`src/rtl/onehot_step_decoder_if.sv`:
```
// Command/status bundle for the one-hot step decoder.
// The master side issues clear/load/step commands and observes the
// registered one-hot position; the slave side is the decoder itself.
interface onehot_step_decoder_if #(
    parameter int SEL_W = 4
);
    localparam int OUT_W = 1 << SEL_W;

    logic             sync_clr;
    logic             load;
    logic [SEL_W-1:0] sel;
    logic             step;
    logic [SEL_W-1:0] last;
    logic [OUT_W-1:0] out;
    logic [SEL_W-1:0] index;
    logic             wrapped;

    modport master (
        output sync_clr,
        output load,
        output sel,
        output step,
        output last,
        input  out,
        input  index,
        input  wrapped
    );

    modport slave (
        input  sync_clr,
        input  load,
        input  sel,
        input  step,
        input  last,
        output out,
        output index,
        output wrapped
    );
endinterface

```
`src/rtl/onehot_step_decoder.sv`:
```
// Registered binary-to-one-hot decoder with a built-in step counter.
// Serves both as a register-select decoder (load a binary index) and as a
// control-step generator T0..Tn that wraps after a runtime limit.
// The one-hot vector is registered next to its binary index, so the
// enables seen downstream are glitch-free and always agree with index.
module onehot_step_decoder #(
    parameter int SEL_W     = 4,
    parameter int RESET_IDX = 0
) (
    input  logic                  clock,
    input  logic                  clear,
    onehot_step_decoder_if.slave  bus
);
    localparam int               OUT_W     = 1 << SEL_W;
    localparam logic [SEL_W-1:0] RESET_SEL = SEL_W'(RESET_IDX);
    localparam logic [OUT_W-1:0] RESET_OUT = OUT_W'(1) << RESET_IDX;

    logic [SEL_W-1:0] index_q;
    logic [SEL_W-1:0] index_d;
    logic [OUT_W-1:0] out_q;
    logic [OUT_W-1:0] out_d;
    logic             wrapped_q;
    logic             wrapped_d;
    logic             atLimit;

    // A position at or beyond the limit wraps on the next step, which also
    // covers indices loaded past the limit; overflow is never relied upon.
    assign atLimit = (index_q >= bus.last);

    // Next position, priority sync_clr > load > step > hold; the one-hot
    // vector is decoded from the next index so both registers move together.
    always_comb begin
        index_d   = index_q;
        wrapped_d = 1'b0;
        out_d     = '0;
        if (bus.sync_clr) begin
            index_d = RESET_SEL;
        end else if (bus.load) begin
            index_d = bus.sel;
        end else if (bus.step) begin
            if (atLimit) begin
                index_d   = '0;
                wrapped_d = 1'b1;
            end else begin
                index_d = index_q + SEL_W'(1);
            end
        end
        out_d[index_d] = 1'b1;
    end

    // Position, one-hot vector and wrap pulse registers; clear forces the
    // reset position immediately so out is never all-zero.
    always_ff @(posedge clock or posedge clear) begin
        if (clear) begin
            index_q   <= RESET_SEL;
            out_q     <= RESET_OUT;
            wrapped_q <= 1'b0;
        end else begin
            index_q   <= index_d;
            out_q     <= out_d;
            wrapped_q <= wrapped_d;
        end
    end

    assign bus.index   = index_q;
    assign bus.out     = out_q;
    assign bus.wrapped = wrapped_q;
endmodule

```
`src/flat_wrapper.sv`:
```
// flat-port wrapper written by rule: the top's interface ports become plain ports
module onehot_step_decoder_flat 
#(
    parameter int SEL_W     = 4,
    parameter int RESET_IDX = 0
)
  (clock, clear, bus_sync_clr, bus_load, bus_sel, bus_step, bus_last, bus_out, bus_index, bus_wrapped);
  onehot_step_decoder_if #(.SEL_W(SEL_W)) bus_i ();
  input  logic clock;
  input  logic clear;
  input wire logic [$bits(bus_i.sync_clr)-1:0] bus_sync_clr;
  input wire logic [$bits(bus_i.load)-1:0] bus_load;
  input wire logic [$bits(bus_i.sel)-1:0] bus_sel;
  input wire logic [$bits(bus_i.step)-1:0] bus_step;
  input wire logic [$bits(bus_i.last)-1:0] bus_last;
  output wire logic [$bits(bus_i.out)-1:0] bus_out;
  output wire logic [$bits(bus_i.index)-1:0] bus_index;
  output wire logic [$bits(bus_i.wrapped)-1:0] bus_wrapped;
  assign bus_i.sync_clr = bus_sync_clr;
  assign bus_i.load = bus_load;
  assign bus_i.sel = bus_sel;
  assign bus_i.step = bus_step;
  assign bus_i.last = bus_last;
  assign bus_out = bus_i.out;
  assign bus_index = bus_i.index;
  assign bus_wrapped = bus_i.wrapped;
  onehot_step_decoder #(.SEL_W(SEL_W), .RESET_IDX(RESET_IDX)) u_core (.clock(clock), .clear(clear), .bus(bus_i));
endmodule
```
`config.mk`:
```
export PLATFORM = sky130hd
export DESIGN_NAME = onehot_step_decoder_flat
export DESIGN_NICKNAME = d
export VERILOG_FILES = /design/src/rtl/onehot_step_decoder_if.sv /design/src/rtl/onehot_step_decoder.sv /design/src/flat_wrapper.sv
export SDC_FILE = /design/constraint.sdc
export NUM_CORES = 1
export LEC_CHECK = 0
export CAP_MARGIN = 30
export CORE_UTILIZATION = 39
export CTS_CLUSTER_DIAMETER = 80
export CTS_CLUSTER_SIZE = 14
export DETAILED_ROUTE_END_ITERATION = 10
export GPL_ROUTABILITY_DRIVEN = 1
export PLACE_DENSITY = 0.74
export SYNTH_ARGS = -nofsm -noshare
export SYNTH_HDL_FRONTEND = slang
export SYNTH_SLANG_ARGS = --single-unit
```
`constraint.sdc`:
```
create_clock -name clock -period 1.95 [get_ports clock]
set_input_delay 0.2925 -clock clock [delete_from_list [all_inputs] [get_ports clock]]
set_output_delay 0.2925 -clock clock [all_outputs]
set_load 0.005 [all_outputs]
```
==> qor.csv, run 1 <==
metric,value,unit
# IOs,34,
Final min period,2025,ps
Area Growth Syn to Fin,83.91,%
Detail Placement HPWL,1560,um
FF-to-FF path depth,8,
design area,1730,sq um
DP Area,1393,sq um
Worst slew margin,62.47,%
netlist area before placement,940.9,sq um
final worst slack,-75.23,ps
CORE AREA,2233,sq um
"Worst Path Class, Setup",reg -> reg,
MaxCap Viol Count,0,
std cell rows,17,
syn_nets,92,
PD cells,553.8,nW/um^2
Leak Pwr,0.0007586,uW
initial core utilization,42.13,%
layout cell share with drive strength beyond 1,43.18,%
outcome,"finished, violations left",
RSZ-0062 raised after global routing,yes,
failing checks,setup timing,
Worst-path clk slew,110,ps
GP Congestion,0.8108,
most frequent cells in the layout,"clkdlybuf4s50_1, dfrtp_1, buf_4, nor4_2, buf_6",
"Largest stage delay, worst path",430,ps
total track usage,19.67,%
initial antenna violation count,0,
Antenna Cells,0,
worst-path cell chain,ha_4 > o211ai_1 > o21ai_2 > nand2_2 > buf_6 > a32oi_4 > clkinv_4 > nor4_2,
Die X,51.12,um
reg2reg end,u_core.bus.out[1],
DR iter-0 viols,2,
Num CTS Buffers,3,
post-synthesis cell type count,28,
Fin Hold WS,311.9,ps
vias in the first global route,811,
Hold WC Path Type,in -> async,
final setup fails,8,
WP data arrival,2240,ps
first-pass GRT wire length,3739,um
"Hold Vio Cnt, Final",0,
CTS tree,done,
DRT Pass-1 Iters,2,
H-Tree Depth,1,
Die Ht,51.12,um
"Seq/Total Area, Yosys",55.98,%
fmax,0.4938,GHz
CP Max Fanout,6,
GR Overflow Total,0,
crit end category,flip-flop,
skew final,4.916,ps
total length of routed wires,2532,um
ANT nets after route,0,
DR vias,820,
Final Max Slew Viols,0,
nets,151,
Tot Pwr,958.2,uW
fill count,134,
root buf cell,clkbuf_4,
critical path endpoint,u_core.bus.out[1],
Critical Path Start,u_core.bus.index[3],
FF-to-FF setup slack,-80,ps
period utilization,103.9,%
"top cells by area, synth","dfrtp_1, nor4_1, ha_1, inv_1, a32oi_4",
Critical Path Start Type,flip-flop,
Syn Area/Cell,12.71,sq um
Post-route DRC,0,
slowest CP cell,dfrtp_1,
Yosys top cell area share,53.19,%
Yosys top cell by area,dfrtp_1,
pin count of the biggest net entering global routing,22,
Util after Layout,77.48,%
Clock Sinks,21,
Worst Tran Pin Value,560.8,ps
clk_lat worst skew,310,ps
clk buf depth,2,
Syn Inst Count,74,
# port buffers,33,
"commonest non-fill, non-tap cell in the layout",clkdlybuf4s50_1,
Peak VDD IR,481.1,uV
CP Data Required Time,2160,ps
die area,2613,sq um
Via density,5.125,
worst flop-to-flop path startpoint,u_core.bus.index[3],
WL per Instance,15.83,um
Ys Warns,0,
register bit total from synthesis,21,
number of hold buffers added after cts,0,
[critical path, delay by kind of cell (launching register included)]
family	cells	cell delay [ps]
AO/OA/AOI/OAI	3	550
flip-flops	1	430
AND/OR/NAND/NOR	2	380
buffers and inverters	2	290
adder cells (fa/ha/maj)	1	280
[sequential cells by signal (all words and copies together), names as in the netlist]
signal	cells
u_core.bus.wrapped	1
u_core.bus.out	16
u_core.bus.index	4
[cell families after synthesis]
group	share of synthesized area [%]
buffers and inverters	5.985
adders and majority gates	6.649
and+or+nand+nor	17.82
xor gates and xnor gates	1.862
AOI/OAI and AO/OA	10.11
DFF	55.98
muxes	1.595
[stage by stage]
| stage | cells | setup WS, ps | TNS, ps |
|---|---|---|---|
| global placement | 147 | -332.9 | -5116 |
| CTS | 152 | -23.63 | -112.5 |
| detailed placement | 147 | -406.5 | -5852 |
| floorplan | 74 | 48.48 | 0 |
| global route | 160 | -187.3 | -2175 |
| finish | 160 | -75.23 | -300.3 |
[cell usage after synthesis]
master	count
dfrtp_1	20
nor4_1	14
inv_1	8
ha_1	5
a21oi_1	2
inv_2	2
xnor2_1	2
a32oi_1	1
a32oi_2	1
a32oi_4	1
and2b_1	1
and4_1	1
and4_2	1
buf_4	1
buf_6	1
dfstp_2	1
mux2_4	1
nand2_1	1
nand2_2	1
nand2b_2	1
nand4_1	1
nor2_1	1
nor3_1	1
nor3b_1	1
nor3b_2	1
o211ai_1	1
o21ai_2	1
o41ai_2	1
[metal layers]
metal	routed length (um)	vias up	track usage (%)	share of wire (%)
met2	1340	24	30.92	53
met1	1050	401	26.74	41
met5	0	-	0	0
met3	105	5	4.167	4.1
li1	-	390	-	-
met4	35	0	6.944	1.4
[power breakdown]
| part | internal [uW] | switching [uW] |
|---|---|---|
| combinational | 149 | 140 |
| clock | 80.0 | 127 |
| sequential | 455 | 6.97 |
| total | 684 | 274 |
[worst min-delay path by stage]
stage / to / slack [ps] / start / depth (start not counted)
after floorplan: u_core.bus.index[0] / 270 / clear / 1
after global placement: u_core.bus.index[2] / 630 / clear / 3
final: u_core.bus.index[2] / 310 / clear / 3
after CTS: u_core.bus.index[3] / 330 / clear / 3
after detailed placement: u_core.bus.index[2] / 660 / clear / 3
after global routing: u_core.bus.index[3] / 360 / clear / 3
[cell type report]
type	count	area, sq um	area share (%)
clock buffers	4	26.28	1.518
inverters	10	57.56	3.326
multi-input cells	41	538.0	31.09
flip-flops and latches	21	526.8	30.44
well taps	28	35.03	2.025
repair buffers	54	534.3	30.87
repair inverters	2	12.51	0.7231
[what timing repair did]
action | in CTS | in global routing
gates resized for setup | 8 | 40
gates cloned | 0 | 2
endpoints found under the setup margin | 9 | 17
buffers inserted | 1 | 7
pin swaps | 0 | 8
(Power assumes the default switching activity.)
==> inputs of run 2 (changes only) <==
Settings changed: HOLD_SLACK_MARGIN from default to 0.06.
==> results of run 2 <==
Same layout as run 1: the final DEF is identical, and so are final timing and power.
==> inputs of run 3 (changes only) <==
Settings changed: MAX_ROUTING_LAYER from default to met4.
==> qor.csv, run 3 (synthesized netlist as in run 1, its figures left out) <==
metric,value,unit,change
Area Growth Syn to Fin,83.91,%,unchanged
Fin Hold WS,313.3,ps,+1.310 ps
Clock Sinks,21,,unchanged
pre-CTS setup slack,-406.5,ps,unchanged
first-pass GRT wire length,3726,um,-0.35%
combinational share of power,30.2,%,about the same
total length of routed wires,2551,um,+0.75%
die area,2613,sq um,unchanged
Final min period,2022,ps,-3.456 ps
sw frac,28.58,%,about the same
reg2reg end,u_core.bus.out[5],,
Antenna Cells,0,,unchanged
"Hold Vio Cnt, Final",0,,unchanged
Die X,51.12,um,unchanged
Detail Placement HPWL,1560,um,unchanged
final std cells w/o fill,160,,unchanged
Tot Pwr,957.9,uW,about the same
Worst-path clk slew,110,ps,about the same
max reg flops,16,,unchanged
crit end category,flip-flop,,
Worst Tran Pin Value,560.5,ps,-0.2609 ps
most frequent cells in the layout,"clkdlybuf4s50_1, dfrtp_1, buf_4, nor4_2, buf_6",,
initial core utilization,42.13,%,unchanged
DR vias,826,,+0.73%
RSZ-0062 raised after global routing,yes,,
Hold WC Path Type,in -> async,,
Final Max Slew Viols,0,,unchanged
# port buffers,33,,unchanged
clk buf depth,2,,unchanged
"commonest non-fill, non-tap cell in the layout",clkdlybuf4s50_1,,
DRT Pass-1 Iters,2,,unchanged
MaxCap Viol Count,0,,unchanged
total negative setup slack,-298.2,ps,+2.132 ps
Post-route DRC,0,,unchanged
Num CTS Buffers,3,,unchanged
clk_lat worst skew,310,ps,about the same
# IOs,34,,unchanged
skew final,2.414,ps,-2.501 ps
Peak VDD IR,478.3,uV,-0.59%
Leak Pwr,0.0007586,uW,unchanged
period utilization,103.7,%,-0.18 points
slowest CP cell,dfrtp_1,,
layout cell share with drive strength beyond 1,43.18,%,unchanged
H-Tree Depth,1,,unchanged
internal power,684.1,uW,about the same
dpl cells,147,,unchanged
CP Max Fanout,6,,unchanged
worst-path cell chain,ha_4 > o211ai_1 > o21ai_2 > nand2_2 > buf_6 > a32oi_4 > clkinv_4 > nor4_2,,
GP Congestion,0.8227,,+1.5%
Critical Path Start Type,flip-flop,,
FF-to-FF setup slack,-70,ps,about the same
WL per Instance,15.94,um,+0.75%
root buf cell,clkbuf_4,,
sequential power share,48.2,%,about the same
ANT nets after route,0,,unchanged
nets,151,,unchanged
Via density,5.163,,+0.73%
WP data arrival,2230,ps,about the same
outcome,"finished, violations left",,
"Worst Path Class, Setup",reg -> reg,,
vias in the first global route,813,,+0.25%
final setup fails,9,,+1
worst flop-to-flop path startpoint,u_core.bus.index[3],,
fmax,0.4946,GHz,+0.17%
Die Ht,51.12,um,unchanged
CP Data Required Time,2160,ps,about the same
CTS tree,done,,
clock network power share,21.6,%,about the same
GR Overflow Total,0,,unchanged
pin count of the biggest net entering global routing,22,,unchanged
number of hold buffers added after cts,0,,unchanged
DR iter-0 viols,3,,+1
failing checks,setup timing,,
std cell rows,17,,unchanged
CORE AREA,2233,sq um,unchanged
FF-to-FF path depth,8,,unchanged
total track usage,20.21,%,+0.54 points
initial antenna violation count,0,,unchanged
NetSw,273.7,uW,-0.13%
final worst slack,-71.78,ps,+3.456 ps
"Largest stage delay, worst path",430,ps,about the same
Worst slew margin,62.49,%,about the same
PD cells,553.6,nW/um^2,about the same
## run 3: final cells by class
| cell class | count | area, sq um |
|---|---|---|
| Multi-Input combinational cell | 41 | 538.0 |
| Inverter | 10 | 57.56 |
| Timing Repair inverter | 2 | 12.51 |
| Fill cell | 134 | 503.0 |
| Timing Repair Buffer | 54 | 534.3 |
| Sequential cell | 21 | 526.8 |
| Tap cell | 28 | 35.03 |
| Clock buffer | 4 | 26.28 |
## run 3: worst max path at each step
stage | start | depth (start not counted) | to | slack (ps)
2_1_floorplan | u_core.bus.index[0] | 8 | u_core.bus.out[12] | 50
3_3_place_gp | bus_last[3] | 9 | u_core.bus.out[10] | -330
3_5_place_dp | bus_last[3] | 9 | u_core.bus.out[9] | -410
4_1_cts | bus_last[2] | 10 | u_core.bus.out[4] | -20
5_1_grt | u_core.bus.index[0] | 8 | u_core.bus.out[7] | -190
6_report | u_core.bus.index[3] | 8 | u_core.bus.out[5] | -70
## run 3: power groups by stage
stage          Sequential, uW  Clock (uW)  Combinational, uW
3_3_place_gp              469           0                191
5_1_grt                   464         235                310
3_5_place_dp              470           0                199
4_1_cts                   461         206                214
6_report                  462         207                289
2_1_floorplan             475           0               85.4
## run 3: through the flow
stage | instance area [sq um] | util (%)
3_5_place_dp | 1393 | 62.35
4_1_cts | 1468 | 65.71
6_report | 1730 | 77.48
5_1_grt | 1730 | 77.48
2_1_floorplan | 940.9 | -
3_3_place_gp | 1393 | 62.35
## run 3: repair_timing
action	in CTS	in global routing
gates cloned	0	2
setup buffers	1	7
endpoints found under the setup margin	9	17
resized for setup	8	40
pin swaps	0	8
## run 3: metal layers
layer | wire (um) | global-route usage (%)
met5 | 0 | -
met4 | 39 | 6.944
met2 | 1344 | 30.92
met3 | 97 | 3.571
met1 | 1069 | 27.13
## run 3: critical path, delay by kind of cell, from the launching register on
family / cells / cell delay, ps
flops: 1 / 430
buf+inv: 2 / 290
fa+ha+maj: 1 / 280
simple gates: 2 / 380
compound gates: 3 / 540
